===== src/rtl/timer_pkg.sv =====
// Register map, control bit positions and byte-lane helper shared by the timer top and its compare channels.
// Pure declarations: no logic, no latency, no flow control.
package timer_pkg;
    localparam logic [3:0] REG_CTRL = 4'd0;
    localparam logic [3:0] REG_PRE  = 4'd1;
    localparam logic [3:0] REG_SNAP = 4'd2;
    localparam logic [3:0] REG_IRQ  = 4'd3;
    localparam int         CMP_BASE = 4;
    localparam int         CHC_BASE = 5;

    localparam int CTRL_RUN    = 0;
    localparam int CTRL_CLR    = 1;
    localparam int CTRL_SNAP   = 2;
    localparam int CHC_EN      = 0;
    localparam int CHC_ONESHOT = 1;
    localparam int OVF_BIT     = 7;

    function automatic logic [7:0] byte_sel(input logic [31:0] word, input logic [1:0] sel);
        return word[{sel, 3'b000} +: 8];
    endfunction
endpackage


===== src/rtl/timer_cmp_ch.sv =====
// One compare channel: CMP/CHC registers, match detect on the incrementing count, one-shot auto-disable.
// Match is combinational on the tick cycle; readback is zero-latency; no backpressure (bus writes always accepted).
module timer_cmp_ch
    import timer_pkg::*;
#(
    parameter int CNT_W = 32,
    parameter int IDX   = 0
) (
    input  logic             clk,
    input  logic             rst_n,
    input  logic [5:0]       adr,
    input  logic [7:0]       din,
    input  logic             wr_en,
    input  logic             tick,
    input  logic [CNT_W-1:0] cnt_inc,
    output logic             match,
    output logic [7:0]       rd_dat
);
    localparam logic [3:0] CMP_IDX = 4'(CMP_BASE + 2 * IDX);
    localparam logic [3:0] CHC_IDX = 4'(CHC_BASE + 2 * IDX);

    logic [CNT_W-1:0] cmp;
    logic             ch_en;
    logic             oneshot;
    logic             wr_cmp;
    logic             wr_chc;

    assign wr_cmp = wr_en && (adr[5:2] == CMP_IDX);
    assign wr_chc = wr_en && (adr[5:2] == CHC_IDX) && (adr[1:0] == 2'd0);
    assign match  = tick && ch_en && (cnt_inc == cmp);

    always_ff @(posedge clk) begin
        if (!rst_n) begin
            cmp     <= '0;
            ch_en   <= 1'b0;
            oneshot <= 1'b0;
        end else begin
            for (int i = 0; i < CNT_W; i++) begin
                if (wr_cmp && (32'(adr[1:0]) == i / 8))
                    cmp[i] <= din[3'(i % 8)];
            end
            // A software write to CHC overrides the one-shot auto-disable.
            if (wr_chc) begin
                ch_en   <= din[CHC_EN];
                oneshot <= din[CHC_ONESHOT];
            end else if (match && oneshot) begin
                ch_en <= 1'b0;
            end
        end
    end

    always_comb begin
        rd_dat = '0;
        if (adr[5:2] == CMP_IDX)
            rd_dat = byte_sel(32'(cmp), adr[1:0]);
        else if ((adr[5:2] == CHC_IDX) && (adr[1:0] == 2'd0))
            rd_dat = {6'd0, oneshot, ch_en};
    end
endmodule


===== src/rtl/timer_multi_simp_bus.sv =====
// Timer/compare unit on the byte-wide simple bus: prescaler, free-running counter, snapshot, NCH compare channels, sticky W1C irq.
// Reads are combinational (zero latency), writes take effect on the next edge, irq is one clk behind pending; no backpressure.
module timer_multi_simp_bus
    import timer_pkg::*;
#(
    parameter int CNT_W = 32,
    parameter int PRE_W = 16,
    parameter int NCH   = 2
) (
    input  logic       clk,
    input  logic       rst_n,
    input  logic [5:0] adr,
    input  logic [7:0] din,
    input  logic       wr_en,
    output logic [7:0] dout,
    output logic       irq
);
    logic [3:0]       reg_idx;
    logic [1:0]       byte_idx;
    logic             run;
    logic [PRE_W-1:0] pre_cnt;
    logic [PRE_W-1:0] pre_max;
    logic [CNT_W-1:0] cnt;
    logic [CNT_W-1:0] cnt_inc;
    logic [CNT_W-1:0] snap;
    logic [7:0]       pending;
    logic [7:0]       irq_mask;
    logic [7:0]       pend_set;
    logic [7:0]       w1c;
    logic             wr_ctrl;
    logic             wr_pre;
    logic             clr;
    logic             snap_stb;
    logic             tick;
    logic             cnt_tick;
    logic             ovf;
    logic [NCH-1:0]   match;
    logic [7:0]       ch_rd [NCH];
    logic [7:0]       ch_rd_or;

    assign reg_idx  = adr[5:2];
    assign byte_idx = adr[1:0];
    assign wr_ctrl  = wr_en && (reg_idx == REG_CTRL) && (byte_idx == 2'd0);
    assign wr_pre   = wr_en && (reg_idx == REG_PRE);
    assign clr      = wr_ctrl && din[CTRL_CLR];
    assign snap_stb = wr_ctrl && din[CTRL_SNAP];
    assign tick     = run && (pre_cnt >= pre_max);
    // A clear swallows a coincident tick, so it can never produce a match or overflow.
    assign cnt_tick = tick && !clr;
    assign cnt_inc  = cnt + CNT_W'(1);
    assign ovf      = cnt_tick && (&cnt);
    assign w1c      = (wr_en && (reg_idx == REG_IRQ) && (byte_idx == 2'd0)) ? din : 8'd0;

    always_comb begin
        pend_set          = '0;
        pend_set[NCH-1:0] = match;
        pend_set[OVF_BIT] = ovf;
    end

    always_ff @(posedge clk) begin
        if (!rst_n) begin
            run      <= 1'b0;
            pre_cnt  <= '0;
            pre_max  <= '0;
            cnt      <= '0;
            snap     <= '0;
            pending  <= '0;
            irq_mask <= '0;
            irq      <= 1'b0;
        end else begin
            if (wr_ctrl)
                run <= din[CTRL_RUN];
            if (clr) begin
                cnt     <= '0;
                pre_cnt <= '0;
            end else if (tick) begin
                cnt     <= cnt_inc;
                pre_cnt <= '0;
            end else if (run) begin
                pre_cnt <= pre_cnt + PRE_W'(1);
            end
            if (snap_stb)
                snap <= cnt;
            for (int i = 0; i < PRE_W; i++) begin
                if (wr_pre && (32'(byte_idx) == i / 8))
                    pre_max[i] <= din[3'(i % 8)];
            end
            if (wr_en && (reg_idx == REG_IRQ) && (byte_idx == 2'd1))
                irq_mask <= din;
            // Set beats clear when both hit the same bit on the same edge.
            pending <= (pending & ~w1c) | pend_set;
            irq     <= |(pending & irq_mask);
        end
    end

    for (genvar c = 0; c < NCH; c++) begin : g_ch
        timer_cmp_ch #(
            .CNT_W(CNT_W),
            .IDX  (c)
        ) u_ch (
            .clk    (clk),
            .rst_n  (rst_n),
            .adr    (adr),
            .din    (din),
            .wr_en  (wr_en),
            .tick   (cnt_tick),
            .cnt_inc(cnt_inc),
            .match  (match[c]),
            .rd_dat (ch_rd[c])
        );
    end

    always_comb begin
        ch_rd_or = '0;
        for (int c = 0; c < NCH; c++)
            ch_rd_or = ch_rd_or | ch_rd[c];
    end

    always_comb begin
        dout = '0;
        case (reg_idx)
            REG_CTRL: if (byte_idx == 2'd0) dout = {7'd0, run};
            REG_PRE:  dout = byte_sel(32'(pre_max), byte_idx);
            REG_SNAP: dout = byte_sel(32'(snap), byte_idx);
            REG_IRQ: begin
                if (byte_idx == 2'd0)
                    dout = pending;
                else if (byte_idx == 2'd1)
                    dout = irq_mask;
            end
            default:  dout = ch_rd_or;
        endcase
    end
endmodule


===== config.mk =====
export PLATFORM = sky130hd
export DESIGN_NAME = timer_multi_simp_bus
export DESIGN_NICKNAME = d
export VERILOG_FILES = /design/src/rtl/timer_pkg.sv /design/src/rtl/timer_cmp_ch.sv /design/src/rtl/timer_multi_simp_bus.sv
export SDC_FILE = /design/constraint.sdc
export NUM_CORES = 1
export LEC_CHECK = 0
export CAP_MARGIN = 5
export CORE_ASPECT_RATIO = 0.5
export CORE_MARGIN = 2
export CORE_UTILIZATION = 44
export CTS_BUF_LIST = sky130_fd_sc_hd__clkbuf_4
export CTS_CLUSTER_SIZE = 30
export DETAILED_ROUTE_END_ITERATION = 7
export SKIP_CTS_REPAIR_TIMING = 1
export SYNTH_ARGS = -nofsm -noshare
export SYNTH_HDL_FRONTEND = slang
export SYNTH_SLANG_ARGS = --single-unit

===== constraint.sdc =====
create_clock -name clk -period 3.37 [get_ports clk]
set_input_delay 0.337 -clock clk [delete_from_list [all_inputs] [get_ports clk]]
set_output_delay 0.337 -clock clk [all_outputs]
set_load 0.03 [all_outputs]

Word-level counts from Yosys, hierarchy flattened
Cells that the tools add are included.
{ "word_totals": {"reg_bits": 142, "latch_bits": 0, "ramBits": 0, "mem_bits_ro": 0, "in_bits": 17, "output_inout_bits": 9, "memories": 0} }
{ "classes": {"n_addsub": 2, "n_mul": 0, "div": 0, "n_lt_le_gt_ge": 1, "eq_ne": 12, "n_shift": 4, "mux": 13, "bitwise_logic": 6, "reduce_logical": 44} }
{ "op_table": {"columns": ["cell", "n"], "rows": [
  ["32-bit by 6-bit indexed part select with 8-bit output", 4],
  ["32-bit by 28-bit equality test with 1-bit output", 2],
  ["8-bit 2-to-1 mux", 5],
  ["1-bit logical AND", 35],
  ["32-bit by 1-bit adder with 32-bit output, second input constant", 1],
  ["8-bit one-hot mux with 4 select lines", 1],
  ["32-bit AND reduction", 1],
  ["16-bit by 1-bit adder with 16-bit output, second input constant", 1],
  ["8-bit AND", 2],
  ["4-bit by 3-bit equality test with 1-bit output, second input constant", 4],
  ["16-bit by 12-bit greater-or-equal comparator with 1-bit output", 1],
  ["8-bit OR", 2],
  ["4-bit by 2-bit equality test with 1-bit output, second input constant", 2],
  ["8-bit inverter", 1],
  ["8-bit OR reduction", 1],
  ["1-bit 2-to-1 mux", 5],
  ["2-bit equality test, second input constant", 2],
  ["4-bit by 1-bit equality test with 1-bit output, second input constant", 1],
  ["4-bit logical NOT", 1],
  ["2-bit 2-to-1 mux", 2],
  ["2-bit nonzero test", 2],
  ["3-bit OR reduction", 1],
  ["2-bit by 1-bit equality test with 1-bit output, second input constant", 1],
  ["2-bit logical NOT", 1],
  ["3 further kinds", 3]
]} }

Logic depth before layout (Yosys ltp)
{ "logic_depth": {"ltp_word": 11, "depth_mapped": 11, "ltp_nobuf": 10} }

Hierarchy
A second synthesis with hierarchy kept.
{ "hier_totals": {"hier_cells": 944, "hier_area_um2": 8260.4} }
{ "modules_own_cells": {"columns": ["mod", "n_inst", "cells_each", "area_per_inst_um2", "seq_area_each_um2"], "rows": [
  ["timer_multi_simp_bus", 1, 704, 5929.4, 2122.0],
  ["timer_cmp_ch (g_ch[0].u_ch)", 1, 120, 1176.1, 360.3],
  ["timer_cmp_ch (g_ch[1].u_ch)", 1, 120, 1154.9, 360.3]
]} }

Worst setup path after synthesis
Ideal clock, no wire load.
{ "synth_path": {"path_type": "in2out", "from": "input port adr[0]", "to": "output port dout[4]", "t_arrival_ns": 2.271, "required_ns": 3.033, "path_slack_ns": 0.762, "stages": 5, "cell_sequence": "clkbuf_1 buf_1 clkbuf_1 mux2i_1 o21ai_0"} }
{ "synth_via": {"elab_chain_len": 4, "elab_cells_between_ends": 12} }
{ "synth_rtl": {"columns": ["item", "line_no", "rtl"], "rows": [
  ["from (decl)", "timer_multi_simp_bus.sv:12", "input logic [5:0] adr,"],
  ["32-bit by 6-bit indexed part select with 8-bit output or 2-bit by 1-bit equality test with 1-bit output (tied branches)", "timer_pkg.sv:19, timer_multi_simp_bus.sv:128", null],
  ["8-bit 2-to-1 mux (on tied branches)", "timer_cmp_ch.sv:54, timer_multi_simp_bus.sv:128", null],
  ["8-bit OR or 8-bit 2-to-1 mux (tied branches)", "timer_multi_simp_bus.sv:116, timer_multi_simp_bus.sv:126", null],
  ["8-bit one-hot mux with 4 select lines *", "timer_multi_simp_bus.sv:121", "case (reg_idx)"],
  ["to (decl)", "timer_multi_simp_bus.sv:15", "output logic [7:0] dout,"]
]} }
Every way passes the cells marked *; elsewhere a longest branch is shown, timed or not.

Worst setup path after layout
{ "layout_path": {"from": "register cnt[0]", "to": "register g_ch[0].u_ch.ch_en"} }
{ "layout_via": {"elab_chain_len": 5} }
{ "layout_rtl": {"columns": ["item", "line_no", "rtl"], "rows": [
  ["from (decl)", "timer_multi_simp_bus.sv:23", "logic [CNT_W-1:0] cnt;"],
  ["from (signal assigned)", "timer_multi_simp_bus.sv:77", "cnt <= cnt_inc;"],
  ["32-bit by 1-bit adder with 32-bit output", "timer_multi_simp_bus.sv:50", "assign cnt_inc = cnt + CNT_W'(1);"],
  ["32-bit by 28-bit equality test with 1-bit output", "timer_cmp_ch.sv:30", "assign match = tick && ch_en && (cnt_inc == cmp);"],
  ["1-bit logical AND", "timer_cmp_ch.sv:30", null],
  ["1-bit logical AND", "timer_cmp_ch.sv:46", "end else if (match && oneshot) begin"],
  ["2-bit nonzero test (no source line)", null, null],
  ["to (signal assigned)", "timer_cmp_ch.sv:44", "ch_en <= din[CHC_EN];"],
  ["to (decl)", "timer_cmp_ch.sv:23", "logic ch_en;"]
]} }
Every way passes these cells.
A chain may end at the register's enable or synchronous reset.

==> impl_metrics.json <==
{
  "ys_async_sr_fraction": 0,
  "drc_errors": 0,
  "overflow": 0,
  "totalPowerFinal_w": 0.00299,
  "die-area_sq_mm": 0.0192,
  "clock_latency_ns": 0.55,
  "power_density_mw_per_mm2": 340,
  "coreArea_sq_mm": 0.0175,
  "min_period_ns": 3.06,
  "hold_path.class": "in -> reg",
  "rsz0062_at_grt": "no",
  "cts_tree": "yes",
  "syn_inst": 956,
  "io_buffers": 25,
  "antenna_left": 0,
  "start_util": 0.453,
  "first_pass_iters": 5,
  "cp_num_buf_inv": 0,
  "ioPinCount": 26,
  "slowest_delay_ns": 0.50,
  "synth_area_sq_mm": 0.00794,
  "drt-initial-drc-count": 670,
  "cts-buffers-inserted": 17,
  "critPathSlowestCell": "dfxtp_1",
  "reg2reg_slack_ns": 0.31,
  "synth_seq_cells": 142,
  "clk_pin_slew_worst_paths_ns": 0.14,
  "cp-start-kind": "flop",
  "rr_worst_depth": 9,
  "synth-edff-count": 0,
  "ys_seq_area_frac": 0.358,
  "clock-sinks": 142,
  "gp_congestion": 0.961,
  "peakVddDrop_mv": 0.264,
  "drv_slew": 0,
  "grt_max_degree": 79,
  "setup-tns-final_ns": 0,
  "grt_pass1_vias": 6730,
  "hpwlAfterDp_mm": 18.6,
  "fmax_mhz": 327,
  "antenna_found_initial": 1,
  "yosys-top-cells-area": "dfxtp_1, mux2i_1, nand2_1, nor2_1, xnor2_1",
  "synth_ff_type": "dfxtp_1",
  "rows": 34,
  "p_leak_nw": 3.32,
  "finClkSkew_ns": 0.0214,
  "via_count": 7128,
  "wl_mm": 24.8,
  "r2r_start": "cnt[0]",
  "worstMarginPinSlew_ns": 0.799,
  "crit_end": "g_ch[0].u_ch.ch_en",
  "slew_headroom": 0.466,
  "setup_viol_count_final": 0,
  "cp_max_fo": 6,
  "area_growth_pct": 10.9,
  "fin_crit_sh": 0.909,
  "synth_area_leader_cell": "dfxtp_1",
  "r2r-end": "g_ch[0].u_ch.ch_en",
  "synth_top_area_share": 0.358,
  "maxCapViolCount": 0,
  "crit_family": "simple AND/OR/NAND/NOR gates",
  "htreeDepth": 4,
  "syn_avg_cell_area_sq_um": 8.31,
  "diodes": 0,
  "hold_violations": 0,
  "cts-root-buf": "clkbuf_4",
  "syn_nets": 983,
  "nets": 1002,
  "critical_path_required_ns": 3.82,
  "cp.depth": 9,
  "path_cells": "ha_1 > nand3_1 > nor3_4 > and3_1 > xnor3_1 > nor4_2 > nand4_1 > or3_1 > a41o_1",
  "worstSetupEndpointType": "flop",
  "die_h_um": 99.0,
  "drive_gt1_frac": 0.112,
  "routed_via_density": 5.83,
  "synth_cell_types": 63,
  "run_status": "finished clean",
  "clockBufferDepth": 2,
  "grt_pass1_wl_mm": 39.0,
  "crit_arrival_ns": 3.51,
  "track_usage": 0.266,
  "setup.worst_path.start": "cnt[0]",
  "critPathKind": "reg -> reg",
  "routedWlPerCell_um": 20.3,
  "die_x_um": 194,
  "yosys_warnings": 0
}
[flip-flops by register name (all words and copies together) (netlist names)]
register and cells:
cnt 32, g_ch.u_ch.cmp 32, snap 32, pre_cnt 16, irq_mask 8, pending 8, pre_max 8, g_ch.u_ch.ch_en 2
g_ch.u_ch.oneshot 2, irq 1, run 1
[cell usage in the layout, fill, tap and decap left out, types with 18 or more instances in the layout]
cell / instances
clkbuf_4: 19
and3_1: 18
nand2_1: 145
clkdlybuf4s50_1: 24
dfxtp_1: 142
nand3_1: 50
xor2_1: 36
nand4_1: 20
buf_4: 41
mux2i_1: 59
nor2_1: 118
xnor2_1: 43
a21oi_1: 71
[worst reg2reg max path: stages (launching register included)]
cell and delay, ns:
dfxtp_1 0.50, ha_1 0.28, nand3_1 0.25, nor3_4 0.31, and3_1 0.29, xnor3_1 0.25, nor4_2 0.27, nand4_1 0.10
or3_1 0.46, a41o_1 0.26
[how the worst min path moves through the flow]
stage | from | to | slack (ns) | cells past startpoint
final | din[4] | pending[4] | 0.35 | 2
after CTS | din[4] | pending[4] | 0.31 | 2
after global placement | pending[2] | pending[2] | 0.44 | 2
after global routing | din[4] | pending[4] | 0.32 | 2
after detailed placement | snap[7] | snap[7] | 0.44 | 2
after floorplan | din[4] | pending[4] | 0.42 | 1
[logic make-up (layout without fill, tap and decap cells)]
group	count (synthesis)	count (layout)	synth area share
AO/OA/AOI/OAI	137	137	0.104
XOR/XNOR	83	83	0.0985
adder cells (fa/ha/maj)	10	10	0.0158
buffers and inverters	81	113	0.0438
flip-flops	142	142	0.358
multiplexers	75	75	0.118
AND/OR/NAND/NOR	428	428	0.261
[routing by layer]
layer	routed length (um)	track usage	vias to the layer above
met2	10500	0.398	277
met3	2100	0.0589	35
met1	11600	0.380	3438
li1	-	-	3378
met4	568	0.0892	0
met5	0	0	-
[stage by stage]
stage          utilization  cells  setup slack, ns  instance area, sq um  hold WS [ns]
2_1_floorplan            -    956            0.762                  7940         0.424
3_3_place_gp         0.487   1190            0.411                  8530         0.438
3_5_place_dp         0.487   1190            0.366                  8530         0.445
4_1_cts              0.503   1222            0.316                  8810         0.315
5_1_grt              0.503   1222           0.0575                  8810         0.325
6_report             0.503   1222            0.307                  8810         0.347
[synth_stat cells, types with 6 or more instances]
cell / instances
a21oi_1: 71
a22oi_1: 6
and2_1: 7
and3_1: 18
buf_2: 14
clkbuf_1: 46
dfxtp_1: 142
ha_1: 10
inv_1: 12
mux2i_1: 59
mux4_2: 15
nand2_1: 145
nand2b_1: 8
nand3_1: 50
nand4_1: 20
nor2_1: 118
nor3_1: 15
nor4_1: 9
o211ai_1: 8
o21ai_0: 18
o22ai_1: 7
or3_1: 10
xnor2_1: 43
xor2_1: 36
[final cells by class]
type	count	area [sq um]
clock buffer	19	143
clock inverter	13	140
fill	1741	8710
inverter	13	48.8
multi-input combinational	733	4750
sequential	142	2840
tap	234	293
timing repair buffer	68	593
[power by group]
group | leakage (nW) | total (W) | internal, W | switching (W)
Sequential | 1.14 | 0.00169 | 0.00168 | 0.00000670
Clock | 0.145 | 0.00114 | 0.000458 | 0.000682
Combinational | 2.03 | 0.000162 | 0.0000612 | 0.000101
Power figures use the tool's default switching activity.
